**src/rtl/hls_mul_pkg.sv**
```systemverilog
// Shared definitions for the time-shared multiplier controller.
//   - Default configuration (NREQ/DW/LAT).
//   - tag_w(): width of a requester tag (clog2, minimum 1).
//   - mul_stage_t: pipeline-stage layout {vld, tag, data} at the default widths.
//   - sat_hi()/sat_lo(): saturation limits for a DW-bit signed result
//     (used when HLS_MUL_SAT_OUT_EN is defined).
package hls_mul_pkg;

  localparam int unsigned NREQ_DEF = 3;
  localparam int unsigned DW_DEF   = 8;
  localparam int unsigned LAT_DEF  = 2;
  localparam int unsigned TAG_MAX  = 3;  // enough for up to 8 requesters

  function automatic int unsigned tag_w(input int unsigned n);
    int unsigned w;
    w = 1;
    while ((32'd1 << w) < n) w++;
    return w;
  endfunction

  typedef struct packed {
    logic                       vld;
    logic [TAG_MAX-1:0]         tag;
    logic signed [2*DW_DEF-1:0] data;
  } mul_stage_t;

  function automatic longint sat_hi(input int unsigned dw);
    return (longint'(1) << (dw - 1)) - 1;
  endfunction

  function automatic longint sat_lo(input int unsigned dw);
    return -(longint'(1) << (dw - 1));
  endfunction

endpackage

```
**src/rtl/hls_rr_arb.sv**
```systemverilog
// Round-robin arbiter for the shared multiplier.
//   clk, rst   : clock, synchronous active-low reset
//   en         : arbitration enable; when low no grant and pointer frozen
//   req[NREQ]  : requests
//   grant[NREQ]: combinational one-hot decision for this cycle
//   idx        : index of the winner
//   vld        : a winner exists this cycle
// The pointer advances to winner+1 whenever a grant is issued.
module hls_rr_arb
  import hls_mul_pkg::*;
#(
  parameter  int unsigned NREQ = NREQ_DEF,
  localparam int unsigned TW   = tag_w(NREQ)
) (
  input  logic            clk,
  input  logic            rst,
  input  logic            en,
  input  logic [NREQ-1:0] req,
  output logic [NREQ-1:0] grant,
  output logic [TW-1:0]   idx,
  output logic            vld
);

  logic [TW-1:0] ptr;
  int unsigned   j;

  // Scan from the pointer, wrapping modulo NREQ; first asserted request wins.
  always_comb begin
    grant = '0;
    idx   = '0;
    vld   = 1'b0;
    j     = 0;
    for (int unsigned k = 0; k < NREQ; k++) begin
      j = 32'(ptr) + k;
      if (j >= NREQ) j = j - NREQ;
      if (en && !vld && req[TW'(j)]) begin
        vld              = 1'b1;
        grant[TW'(j)]    = 1'b1;
        idx              = TW'(j);
      end
    end
  end

  always_ff @(posedge clk) begin
    if (!rst) begin
      ptr <= '0;
    end else if (vld) begin
      ptr <= (idx == TW'(NREQ - 1)) ? '0 : idx + TW'(1);
    end
  end

endmodule

```
**src/rtl/hls_mul_share_ctrl.sv**
```systemverilog
// Controller time-sharing one pipelined signed multiplier among NREQ requesters.
//   clk, rst      : clock, synchronous active-low reset
//   en            : grant enable; in-flight ops keep draining when low
//   req[NREQ]     : per-requester request, held until gnt
//   a_in, b_in    : packed signed operands, requester i at [i*DW +: DW]
//   gnt[NREQ]     : registered one-hot accept pulse
//   res           : signed product, 2*DW wide (DW wide, saturated, when
//                   HLS_MUL_SAT_OUT_EN is defined); holds when no result
//   res_vld[NREQ] : one-hot result pulse for the owning requester
//   busy          : any op in flight or a grant currently asserted
// Result for an op granted at edge t appears at edge t+LAT.
module hls_mul_share_ctrl
  import hls_mul_pkg::*;
#(
  parameter int unsigned NREQ = NREQ_DEF,
  parameter int unsigned DW   = DW_DEF,
  parameter int unsigned LAT  = LAT_DEF
) (
  input  logic                   clk,
  input  logic                   rst,
  input  logic                   en,
  input  logic [NREQ-1:0]        req,
  input  logic [NREQ*DW-1:0]     a_in,
  input  logic [NREQ*DW-1:0]     b_in,
  output logic [NREQ-1:0]        gnt,
`ifdef HLS_MUL_SAT_OUT_EN
  output logic signed [DW-1:0]   res,
`else
  output logic signed [2*DW-1:0] res,
`endif
  output logic [NREQ-1:0]        res_vld,
  output logic                   busy
);

  localparam int unsigned TW = tag_w(NREQ);
`ifdef HLS_MUL_SAT_OUT_EN
  localparam int unsigned RW = DW;
`else
  localparam int unsigned RW = 2 * DW;
`endif

  typedef struct packed {
    logic                   vld;
    logic [TW-1:0]          tag;
    logic signed [2*DW-1:0] data;
  } stage_t;

  logic [NREQ-1:0]        sel;
  logic [TW-1:0]          sel_idx;
  logic                   sel_vld;
  logic signed [DW-1:0]   a_sel;
  logic signed [DW-1:0]   b_sel;
  logic signed [2*DW-1:0] prod;
  stage_t                 pipe [LAT];
  stage_t                 last;
  logic signed [RW-1:0]   res_next;
  logic                   pipe_busy;

  hls_rr_arb #(.NREQ(NREQ)) u_arb (
    .clk   (clk),
    .rst   (rst),
    .en    (en),
    .req   (req),
    .grant (sel),
    .idx   (sel_idx),
    .vld   (sel_vld)
  );

  always_comb begin
    a_sel = '0;
    b_sel = '0;
    for (int unsigned i = 0; i < NREQ; i++) begin
      if (sel[i]) begin
        a_sel = a_in[i*DW +: DW];
        b_sel = b_in[i*DW +: DW];
      end
    end
  end

  assign prod = $signed({{DW{a_sel[DW-1]}}, a_sel}) * $signed({{DW{b_sel[DW-1]}}, b_sel});

  always_ff @(posedge clk) begin
    if (!rst) begin
      gnt <= '0;
      for (int unsigned k = 0; k < LAT; k++) pipe[k] <= '0;
    end else begin
      gnt     <= sel;
      pipe[0] <= '{vld: sel_vld, tag: sel_idx, data: prod};
      for (int unsigned k = 1; k < LAT; k++) pipe[k] <= pipe[k-1];
    end
  end

  assign last = pipe[LAT-1];

`ifdef HLS_MUL_SAT_OUT_EN
  localparam logic signed [2*DW-1:0] SAT_HI = (2*DW)'(sat_hi(DW));
  localparam logic signed [2*DW-1:0] SAT_LO = (2*DW)'(sat_lo(DW));

  always_comb begin
    res_next = last.data[DW-1:0];
    if (last.data > SAT_HI)      res_next = SAT_HI[DW-1:0];
    else if (last.data < SAT_LO) res_next = SAT_LO[DW-1:0];
  end
`else
  assign res_next = last.data;
`endif

  // Output register is the edge at which the result becomes visible (t+LAT).
  always_ff @(posedge clk) begin
    if (!rst) begin
      res     <= '0;
      res_vld <= '0;
    end else begin
      res_vld <= '0;
      if (last.vld) begin
        res_vld[last.tag] <= 1'b1;
        res               <= res_next;
      end
    end
  end

  always_comb begin
    pipe_busy = 1'b0;
    for (int unsigned k = 0; k < LAT; k++) pipe_busy = pipe_busy | pipe[k].vld;
  end

  assign busy = pipe_busy | (|gnt);

endmodule

```
**config.mk**
```make
export PLATFORM = sky130hd
export DESIGN_NAME = hls_mul_share_ctrl
export DESIGN_NICKNAME = d
export VERILOG_FILES = /design/src/rtl/hls_mul_pkg.sv /design/src/rtl/hls_rr_arb.sv /design/src/rtl/hls_mul_share_ctrl.sv
export SDC_FILE = /design/constraint.sdc
export NUM_CORES = 1
export LEC_CHECK = 0
export CAP_MARGIN = 15
export CORE_MARGIN = 5
export CORE_UTILIZATION = 40
export DETAILED_ROUTE_END_ITERATION = 7
export PLACE_DENSITY = 0.67
export SLEW_MARGIN = 20
export SYNTH_ARGS = -nofsm -noshare
export SYNTH_HDL_FRONTEND = slang
export SYNTH_SLANG_ARGS = --single-unit
```
**constraint.sdc**
```tcl
create_clock -name clk -period 22.9 [get_ports clk]
set_input_delay 6.87 -clock clk [delete_from_list [all_inputs] [get_ports clk]]
set_output_delay 6.87 -clock clk [all_outputs]
set_load 0.03 [all_outputs]
```
==> results.sh, run 1 <==
export IMPL_cts_buffer_depth=2
export IMPL_setup_viol=0
export IMPL_p_int_mw=0.428
export IMPL_post_route_min_period_ns=13.66
export IMPL_worstHoldPathCells=1
export IMPL_outcome="complete, no violations"
export IMPL_area_delta_synth_final_pct=21.7
export IMPL_clk_latency_ns=0.33
export IMPL_grt_util_all_layers_pct=14.5
export IMPL_drive_above_1_share_pct=7.23
export IMPL_vias_per_cell=4.85
export IMPL_synth_enable_flop_cells=0
export IMPL_synthArstFlopShare_pct=0
export IMPL_path_max_fanout=20
export IMPL_fin_nets=759
export IMPL_yosys_register_bits=62
export IMPL_cts_resized=0
export IMPL_synthFlopType="dfxtp_1"
export IMPL_hold_buffers=0
export IMPL_hold_class="flop to flop"
export IMPL_power_per_cell_area_mw_per_mm2=125
export IMPL_swShare_pct=46.0
export IMPL_grt_remaining_overflow=0
export IMPL_rrSetupSlack_ns=15.50
export IMPL_finalCritPeriodShare_pct=59.7
export IMPL_ys_top_cells_by_area="dfxtp_1 (24%), fa_1 (21%), ha_1 (7.9%)"
export IMPL_total_leakage_power_nw=2.73
export IMPL_max_stage_delay_ns=0.74
export IMPL_crit_start="req[1]"
export IMPL_power_frac_seq_pct=16.9
export IMPL_cpMostUsedCell="fa_1"
export IMPL_crit_chain="clkdlybuf4s50_1 > mux2i_1 > o21ai_2 > o21a_1 > o21a_1 > o22ai_1 > mux2i_1 > nor2_1 > fa_1 > inv_1 > fa_1 > fa_1 > fa_1 > inv_1 > ha_1 > nand3_1 > nor3_1 > nor3_1 > or3_1 > a21oi_1"
export IMPL_worstRegToRegCells=21
export IMPL_cts_setup_buffers=0
export IMPL_wl_per_cell_um=13.5
export IMPL_ys_types=50
export IMPL_irDropWorstVdd_uv=61.9
export IMPL_min_from="pipe[0][5]"
export IMPL_antenna_found_initial=0
export IMPL_finalMaxSlewViolations=0
export IMPL_syn_cell_area_mm2=0.00523
export IMPL_worstSetupStartpointType="input pin"
export IMPL_hold_viol=0
export IMPL_timing_rr_start="u_arb.ptr[1]"
export IMPL_drt_pass1_iterations=4
export IMPL_relSlewSlack_pct=32.6
export IMPL_drcViolationCount=0
export IMPL_cts_tree="done"
export IMPL_p_switching_mw=0.365
export IMPL_cp_data_arrival_time_ns=13.91
export IMPL_cts_sinks=62
export IMPL_rsz0062_at_grt="false"
export IMPL_netlist_instances=547
export IMPL_clock_fmax_mhz=73.2
export IMPL_tightest_slew_ns=1.01
export IMPL_hold_path_end="pipe[0][24]"
export IMPL_synth_nets=689
export IMPL_endpoint_kind="flop"
export IMPL_crit_type="input pin to flop"
export IMPL_fillers=1223
export IMPL_wl_mm=10.7
export IMPL_die_area_mm2=0.0155
export IMPL_drtAntennaViolNets=0
export IMPL_fp_dieW_um=124
export IMPL_htree_levels=3
export IMPL_port_buffers=76
export IMPL_die_h_um=124
export IMPL_grt_pass1_wl_mm=18.8
export IMPL_fp_row_count=41
export IMPL_synth_top_area_share_pct=23.7
export IMPL_r2r_end="pipe[0][15]"
export IMPL_cts_root_buf="clkbuf_16"
export IMPL_num_vias=3853
export IMPL_p_comb_share_pct=68.0
export IMPL_worst_clock_skew_ns=0.00996
export IMPL_synth_largest_area_cell="dfxtp_1"
export IMPL_yosys_warnings=0
export IMPL_avgSynthCellArea_um2=9.56
export IMPL_grt_max_degree=29
export IMPL_dp_final_hpwl_mm=8.76
export IMPL_initial_core_util_pct=41.1
export IMPL_core_area_mm2=0.0127
export IMPL_gp_congestion=0.836
export IMPL_numCtsBuffers=9
export IMPL_first_global_vias=4019
export IMPL_drtIter0Drc=106
export IMPL_setup_tns_final_ns=0
export IMPL_pin_count=77
export IMPL_slowest_stage="o21a_1"
export IMPL_maxCapViolations=0
export IMPL_clockPowerShare_pct=15.1
export IMPL_seq_area_frac_synth_pct=23.7
export IMPL_path_clk_slew_ns=0.05
export IMPL_antenna_cells=0
export IMPL_cp_required_ns=23.15
export IMPL_fin_util_pct=50.0
-- cells by family after synthesis --
logic type / after synthesis / share of synthesized area (%)
and+or+nand+nor: 161 / 15.4
AOI/OAI and AO/OA: 62 / 9.79
muxes: 37 / 9.43
buffers and inverters: 121 / 9.98
xor gates and xnor gates: 16 / 2.68
DFF: 62 / 23.7
adders and majority gates: 88 / 29.0
-- registers in the layout (all words and copies together), names as in the netlist --
name and cells:
res 16, pipe 38, u_arb.ptr 2, gnt 3
res_vld 3
-- cells in the mapped netlist, drive strengths merged, types with 2 or more instances --
library cell / count
a2111oi: 2
a21o: 6
a21oi: 6
and2: 27
buf: 13
clkbuf: 7
dfxtp: 62
fa: 55
ha: 33
inv: 101
mux2: 2
mux2i: 35
nand2: 8
nand2b: 8
nand3: 3
nor2: 77
nor2b: 7
nor3: 7
nor3b: 2
nor4b: 2
o211ai: 16
o21a: 2
o21ai: 6
o22ai: 16
or2: 13
or3: 4
xnor2: 9
xor2: 7
-- worst max-delay path, delay by kind of cell --
| family | cells | cell delay [ns] |
|---|---|---|
| fa+ha+maj | 5 | 2.65 |
| mux | 2 | 0.75 |
| buf+inv | 3 | 0.72 |
| compound gates | 5 | 1.94 |
| simple gates | 5 | 0.99 |
-- through the flow --
step / power, mW / setup slack [ns] / hold slack [ns] / area (um2) / std cells
final: 0.792 / 9.24 / 0.429 / 6360 / 794
after global routing: 0.889 / 8.65 / 0.454 / 6360 / 794
after CTS: 0.803 / 9.28 / 0.433 / 6360 / 794
after detailed placement: 0.678 / 8.97 / 0.422 / 6080 / 778
after global placement: 0.668 / 9.13 / 0.415 / 6080 / 778
after floorplan: 0.576 / 10.64 / 0.412 / 5230 / 547
-- area by class of cell --
class,instances,area [um2],area share (%)
clock inverter,7,51.3,0.807
timing repair buffer,79,783,12.3
tap,172,215,3.38
inverter,101,379,5.96
multi-input combinational,364,3460,54.5
sequential,62,1240,19.5
clock buffer,9,225,3.54
-- layer usage --
| metal | track usage, % | up-vias | wire length (um) |
|---|---|---|---|
| met5 | 0 | - | 0 |
| met4 | 5.09 | 0 | 234 |
| met3 | 2.49 | 14 | 428 |
| met2 | 24.0 | 102 | 5170 |
| met1 | 19.1 | 1862 | 4880 |
| li1 | - | 1875 | - |
-- how the worst max path moves through the flow --
stage,endpoint,slack [ns],cells past startpoint
after global routing,pipe[0][15],8.65,20
after CTS,pipe[0][15],9.28,20
final,pipe[0][15],9.24,20
after global placement,pipe[0][14],9.13,23
after detailed placement,pipe[0][15],8.97,20
after floorplan,pipe[0][14],10.64,20
-- layout by cell type, fill, tap and decap left out, types with 9 or more instances in the layout --
master,instances
and2_1,27
clkbuf_16,9
clkdlybuf4s50_1,76
dfxtp_1,62
fa_1,55
ha_1,33
inv_1,101
mux2i_1,24
mux2i_4,9
nor2_1,77
o211ai_1,16
o22ai_2,9
or2_1,13
xnor2_1,9
-- power groups by stage --
stage / combinational [mW] / clock, mW / sequential (mW)
6_report: 0.539 / 0.119 / 0.134
5_1_grt: 0.624 / 0.128 / 0.136
4_1_cts: 0.546 / 0.123 / 0.134
3_5_place_dp: 0.541 / 0 / 0.136
3_3_place_gp: 0.532 / 0 / 0.136
2_1_floorplan: 0.439 / 0 / 0.137
Power figures use the tool's default switching activity.
==> inputs of run 2 (changes only) <==
clock period = 13.77 ns   (was 22.9 ns; I/O delays follow)
==> run 2 against run 1 <==
Against the previous run:
- sequential power is 66% higher
- worst setup slack lost 6.4 ns
- die area did not move
- core utilization rose by 0.26 points
- power is 68% higher
- clock skew fell by 0.0048 ns
- cell count unchanged
==> results.sh, run 2 (synthesis results as in run 1) <==
export IMPL_cts_root_buf="clkbuf_16"
export IMPL_finalWorstSetupSlack_ns=2.88
export IMPL_hold_buffers=0
export IMPL_largest_register_ffs=38
export IMPL_clock_fmax_mhz=91.8
export IMPL_worst_clock_skew_ns=0.00520
export IMPL_setup_tns_final_ns=0
export IMPL_worstRegToRegCells=21
export IMPL_rsz0062_at_grt="false"
export IMPL_cts_tree="done"
export IMPL_antenna_found_initial=0
export IMPL_hold_path_end="pipe[0][31]"
export IMPL_finalCritPeriodShare_pct=79.1
export IMPL_cp_data_arrival_time_ns=11.14
export IMPL_path_clk_slew_ns=0.05
export IMPL_drtAntennaViolNets=0
export IMPL_grt_util_all_layers_pct=14.2
export IMPL_fin_nets=759
export IMPL_htree_levels=3
export IMPL_numCtsBuffers=9
export IMPL_hold_class="flop to flop"
export IMPL_r2r_end="pipe[0][15]"
export IMPL_worstSetupStartpointType="input pin"
export IMPL_worstHoldPathCells=1
export IMPL_die_h_um=124
export IMPL_tightest_slew_ns=1.01
export IMPL_first_global_vias=3926
export IMPL_num_vias=3798
export IMPL_wl_per_cell_um=13.2
export IMPL_cts_sinks=62
export IMPL_cts_buffer_depth=2
export IMPL_relSlewSlack_pct=32.6
export IMPL_hold_viol=0
export IMPL_irDropWorstVdd_uv=84.3
export IMPL_grt_remaining_overflow=0
export IMPL_core_area_mm2=0.0127
export IMPL_wl_mm=10.5
export IMPL_pin_count=77
export IMPL_total_leakage_power_nw=2.74
export IMPL_cts_setup_buffers=0
export IMPL_pre_cts_slack_ns=2.58
export IMPL_clk_latency_ns=0.32
export IMPL_die_area_mm2=0.0155
export IMPL_finalMaxSlewViolations=0
export IMPL_setup_viol=0
export IMPL_final_common_cell="inv_1"
export IMPL_power_per_cell_area_mw_per_mm2=208
export IMPL_timing_rr_start="u_arb.ptr[1]"
export IMPL_port_buffers=76
export IMPL_drcViolationCount=0
export IMPL_fp_row_count=41
export IMPL_post_route_min_period_ns=10.89
export IMPL_fin_util_pct=50.2
export IMPL_dp_final_hpwl_mm=8.63
export IMPL_path_max_fanout=20
export IMPL_regMostFlops="pipe"
export IMPL_antenna_cells=0
export IMPL_final_cell_mix="inv_1 (101), nor2_1 (77), clkdlybuf4s50_1 (76), dfxtp_1 (62), fa_1 (55)"
export IMPL_top_regs="pipe x38, res x16"
export IMPL_maxCapViolations=0
export IMPL_grt_pass1_wl_mm=18.5
export IMPL_grt_max_degree=29
export IMPL_fp_dieW_um=124
export IMPL_endpoint_kind="flop"
export IMPL_cp_required_ns=14.02
export IMPL_drtIter0Drc=140
export IMPL_min_from="pipe[0][12]"
export IMPL_vias_per_cell=4.78
export IMPL_initial_core_util_pct=41.1
export IMPL_cts_resized=0
export IMPL_drive_above_1_share_pct=7.23
export IMPL_crit_type="input pin to flop"
export IMPL_area_delta_synth_final_pct=22.3
export IMPL_gp_congestion=0.836
export IMPL_rrSetupSlack_ns=6.37
export IMPL_drt_pass1_iterations=4
export IMPL_outcome="complete, no violations"
[run 2: metrics by stage]
stage / std cells / power [mW] / hold slack (ns) / cell area, um2
finish: 794 / 1.33 / 0.427 / 6390
global route: 794 / 1.50 / 0.433 / 6390
CTS: 794 / 1.35 / 0.430 / 6390
detailed placement: 778 / 1.12 / 0.419 / 6080
global placement: 778 / 1.11 / 0.415 / 6080
floorplan: 547 / 0.957 / 0.412 / 5230
[run 2: layer usage]
metal / share of wire, % / global-route usage (%)
met3: 4.3 / 2.79
met1: 46 / 19.0
met4: 2.0 / 4.26
met2: 47 / 23.1
met5: 0 / 0
[run 2: worst max-delay path by stage]
stage / start / endpoint / slack [ns] / cells past startpoint
2_1_floorplan: req[1] / pipe[0][14] / 4.25 / 20
3_3_place_gp: req[1] / pipe[0][14] / 2.74 / 23
3_5_place_dp: req[1] / pipe[0][15] / 2.58 / 20
4_1_cts: req[1] / pipe[0][15] / 2.89 / 20
5_1_grt: req[1] / pipe[0][15] / 2.35 / 21
6_report: req[1] / pipe[0][15] / 2.88 / 20
[run 2: area by class of cell]
| cell class | count | area, um2 |
|---|---|---|
| Inverter | 101 | 379 |
| Sequential cell | 62 | 1240 |
| Clock buffer | 10 | 239 |
| Clock inverter | 6 | 70.1 |
| Tap cell | 172 | 215 |
| Multi-Input combinational cell | 364 | 3460 |
| Fill cell | 1221 | 6330 |
| Timing Repair Buffer | 79 | 783 |
[run 2: worst max-delay path, stage by stage]
cell and delay, ns:
clkdlybuf4s50_1 0.52, nand2b_1 0.10, mux2i_1 0.30, o21a_1 0.58, o21a_1 0.73, o22ai_1 0.18
mux2i_1 0.64, nor2_1 0.21, fa_1 0.70, inv_1 0.15, fa_1 0.58, fa_1 0.45
fa_1 0.54, inv_1 0.05, ha_1 0.37, nand3_1 0.10, nor3_1 0.20, nor3_1 0.11
or3_1 0.37, a21oi_1 0.13
[run 2: report_power, final]
group	switching [mW]	leakage (nW)	internal, mW
combinational	0.510	2.10	0.377
clock	0.0771	0.141	0.146
sequential	0.0107	0.505	0.212
==> inputs of run 3 (changes only) <==
clock period = 10.5 ns   (was 13.77 ns; I/O delays follow)
==> run 3 against run 2 <==
Against the previous run:
- global-route usage increased by 0.63 points
- worst hold slack improved by 0.0019 ns
- non-clock buffer count increased by 5
- via count up 2.1%
- first-iteration DRC count up 6.4%
- power rose by 33%
- core utilization rose by 0.32 points
- routed wire length grew 2.9%
- cell count grew 0.63%
- critical endpoint is now pipe[0][14]
- highest routed layer unchanged
==> results.sh, run 3 (synthesis results as in run 1) <==
export IMPL_dp_cells=783
export IMPL_grt_busiest_layer="met2"
export IMPL_maxCapViolations=0
export IMPL_drive_above_1_share_pct=7.97
export IMPL_worst_clock_skew_ns=0.00631
export IMPL_drtAntennaViolNets=0
export IMPL_groute_layer_met2_usage_pct=25.5
export IMPL_relSlewSlack_pct=29.4
export IMPL_cp_required_ns=10.66
export IMPL_met3_usage_pct=2.83
export IMPL_drt_pass1_iterations=4
export IMPL_cts_resized=0
export IMPL_drtIter0Drc=149
export IMPL_drcViolationCount=0
export IMPL_grt_max_degree=34
export IMPL_slowest_stage="o21a_1"
export IMPL_worst_path_buf_inv=6
export IMPL_crit_type="input pin to flop"
export IMPL_crit_chain="clkdlybuf4s50_1 > mux2i_1 > o21ai_2 > o21a_1 > buf_4 > o21a_1 > o22ai_1 > mux2i_1 > nor2_1 > fa_1 > inv_1 > fa_1 > inv_1 > fa_1 > inv_1 > fa_1 > inv_1 > ha_1 > a21oi_1 > o21bai_1 > a2111o_1 > a41oi_1 > xor2_1 > nor2_1"
export IMPL_outcome="complete, no violations"
export IMPL_final_common_cell="inv_1"
export IMPL_tightest_slew_ns=1.06
export IMPL_rrSetupSlack_ns=3.36
export IMPL_irDropWorstVdd_uv=130
export IMPL_grtUsageMet1_pct=18.6
export IMPL_top_regs="pipe x38, res x16"
export IMPL_worstSetupStartpointType="input pin"
export IMPL_dp_final_hpwl_mm=8.88
export IMPL_fin_nets=764
export IMPL_port_buffers=76
export IMPL_fp_dieW_um=124
export IMPL_numCtsBuffers=9
export IMPL_wl_per_cell_um=13.5
export IMPL_seq_area_mm2=0.00124
export IMPL_cts_sinks=62
export IMPL_power_per_cell_area_mw_per_mm2=276
export IMPL_finalCritPeriodShare_pct=91.8
export IMPL_grt_pass1_wl_mm=19.1
export IMPL_instances_no_fill=799
export IMPL_cts_tree="done"
export IMPL_cts_buffer_depth=2
export IMPL_crit_start="req[0]"
export IMPL_path_clk_slew_ns=0.05
export IMPL_crit_cells=24
export IMPL_largest_register_ffs=38
export IMPL_placed_cell_area_mm2=0.00613
export IMPL_max_stage_delay_ns=0.65
export IMPL_hold_buffers=0
export IMPL_totalPowerFinal_mw=1.77
export IMPL_cts_setup_buffers=0
export IMPL_pin_count=77
export IMPL_r2r_end="pipe[0][14]"
export IMPL_setup_tns_final_ns=0
export IMPL_worstSetupEndpoint="pipe[0][14]"
export IMPL_num_vias=3877
export IMPL_fillers=1228
export IMPL_cp_data_arrival_time_ns=9.80
export IMPL_clock_fmax_mhz=104
export IMPL_final_cell_mix="inv_1 (101), nor2_1 (77), clkdlybuf4s50_1 (76), dfxtp_1 (62), fa_1 (55)"
export IMPL_cp_top_family="adder cells"
export IMPL_first_global_vias=4114
export IMPL_post_route_min_period_ns=9.64
export IMPL_multi_input_area_mm2=0.00346
export IMPL_fin_util_pct=50.6
export IMPL_setup_viol=0
export IMPL_min_from="pipe[0][11]"
export IMPL_hold_viol=0
export IMPL_initial_core_util_pct=41.1
export IMPL_worstRegToRegCells=25
export IMPL_endpoint_kind="flop"
export IMPL_antenna_found_initial=0
export IMPL_finalMaxSlewViolations=0
export IMPL_clk_latency_ns=0.32
export IMPL_total_leakage_power_nw=2.77
export IMPL_cts_root_buf="clkbuf_16"
export IMPL_regMostFlops="pipe"
export IMPL_grt_remaining_overflow=0
export IMPL_core_area_mm2=0.0127
export IMPL_design_area_mm2=0.00643
export IMPL_timing_rr_start="u_arb.ptr[1]"
export IMPL_gp_congestion=0.913
export IMPL_area_delta_synth_final_pct=23.1
export IMPL_hold_class="flop to flop"
export IMPL_wl_mm=10.8
export IMPL_die_h_um=124
export IMPL_die_area_mm2=0.0155
export IMPL_vias_per_cell=4.85
export IMPL_grt_util_all_layers_pct=14.8
export IMPL_path_max_fanout=20
export IMPL_antenna_cells=0
export IMPL_htree_levels=3
export IMPL_fp_row_count=41
export IMPL_rsz0062_at_grt="false"
## run 3: cell count changes in the layout (fill, tap and decap cells not counted)
cell        before  now
buf_12           0    1
buf_4            3    7
clkinv_2         0    3
clkinvlp_4       3    1
inv_6            1    0
## run 3: through the flow
| step | hold WS (ns) | setup slack [ns] |
|---|---|---|
| 2_1_floorplan | 0.412 | 1.96 |
| 3_3_place_gp | 0.416 | 0.793 |
| 3_5_place_dp | 0.418 | 0.538 |
| 4_1_cts | 0.430 | 0.871 |
| 5_1_grt | 0.440 | 0.344 |
| 6_report | 0.429 | 0.859 |
## run 3: area by class of cell
| type | instances | area share, % |
|---|---|---|
| Inverter | 101 | 5.89 |
| Multi-Input combinational cell | 364 | 53.9 |
| Tap cell | 172 | 3.34 |
| Timing Repair Buffer | 84 | 13.0 |
| Clock buffer | 10 | 3.71 |
| Sequential cell | 62 | 19.3 |
| Clock inverter | 6 | 0.953 |
## run 3: worst reg2reg max path, delay by kind of cell (launching register included)
family | cells | cell delay (ns)
and+or+nand+nor | 3 | 0.41
AOI/OAI and AO/OA | 7 | 2.03
adders and majority gates | 6 | 2.67
xor gates and xnor gates | 1 | 0.17
muxes | 2 | 0.83
buffers and inverters | 6 | 0.49
DFF | 1 | 0.39
## run 3: worst min path at each step
stage                              to  slack (ns)  cells after the start
after floorplan           pipe[0][19]        0.41                      1
after global placement    pipe[0][23]        0.42                      1
after detailed placement  pipe[0][30]        0.42                      1
after CTS                 pipe[0][30]        0.43                      1
after global routing      pipe[0][22]        0.44                      1
final                     pipe[0][30]        0.43                      1
## run 3: metal layers
metal,part of all wire (%),vias up
met5,0,-
met4,2.0,0
met3,3.7,14
met2,49,87
met1,45,1888
li1,-,1888
## run 3: report_power, final
| part | internal (mW) | switching [mW] | leakage (nW) | total (mW) |
|---|---|---|---|---|
| sequential | 0.278 | 0.0141 | 0.505 | 0.292 |
| combinational | 0.507 | 0.689 | 2.12 | 1.20 |
| clock | 0.189 | 0.0980 | 0.148 | 0.287 |
| total | 0.974 | 0.801 | 2.77 | 1.77 |
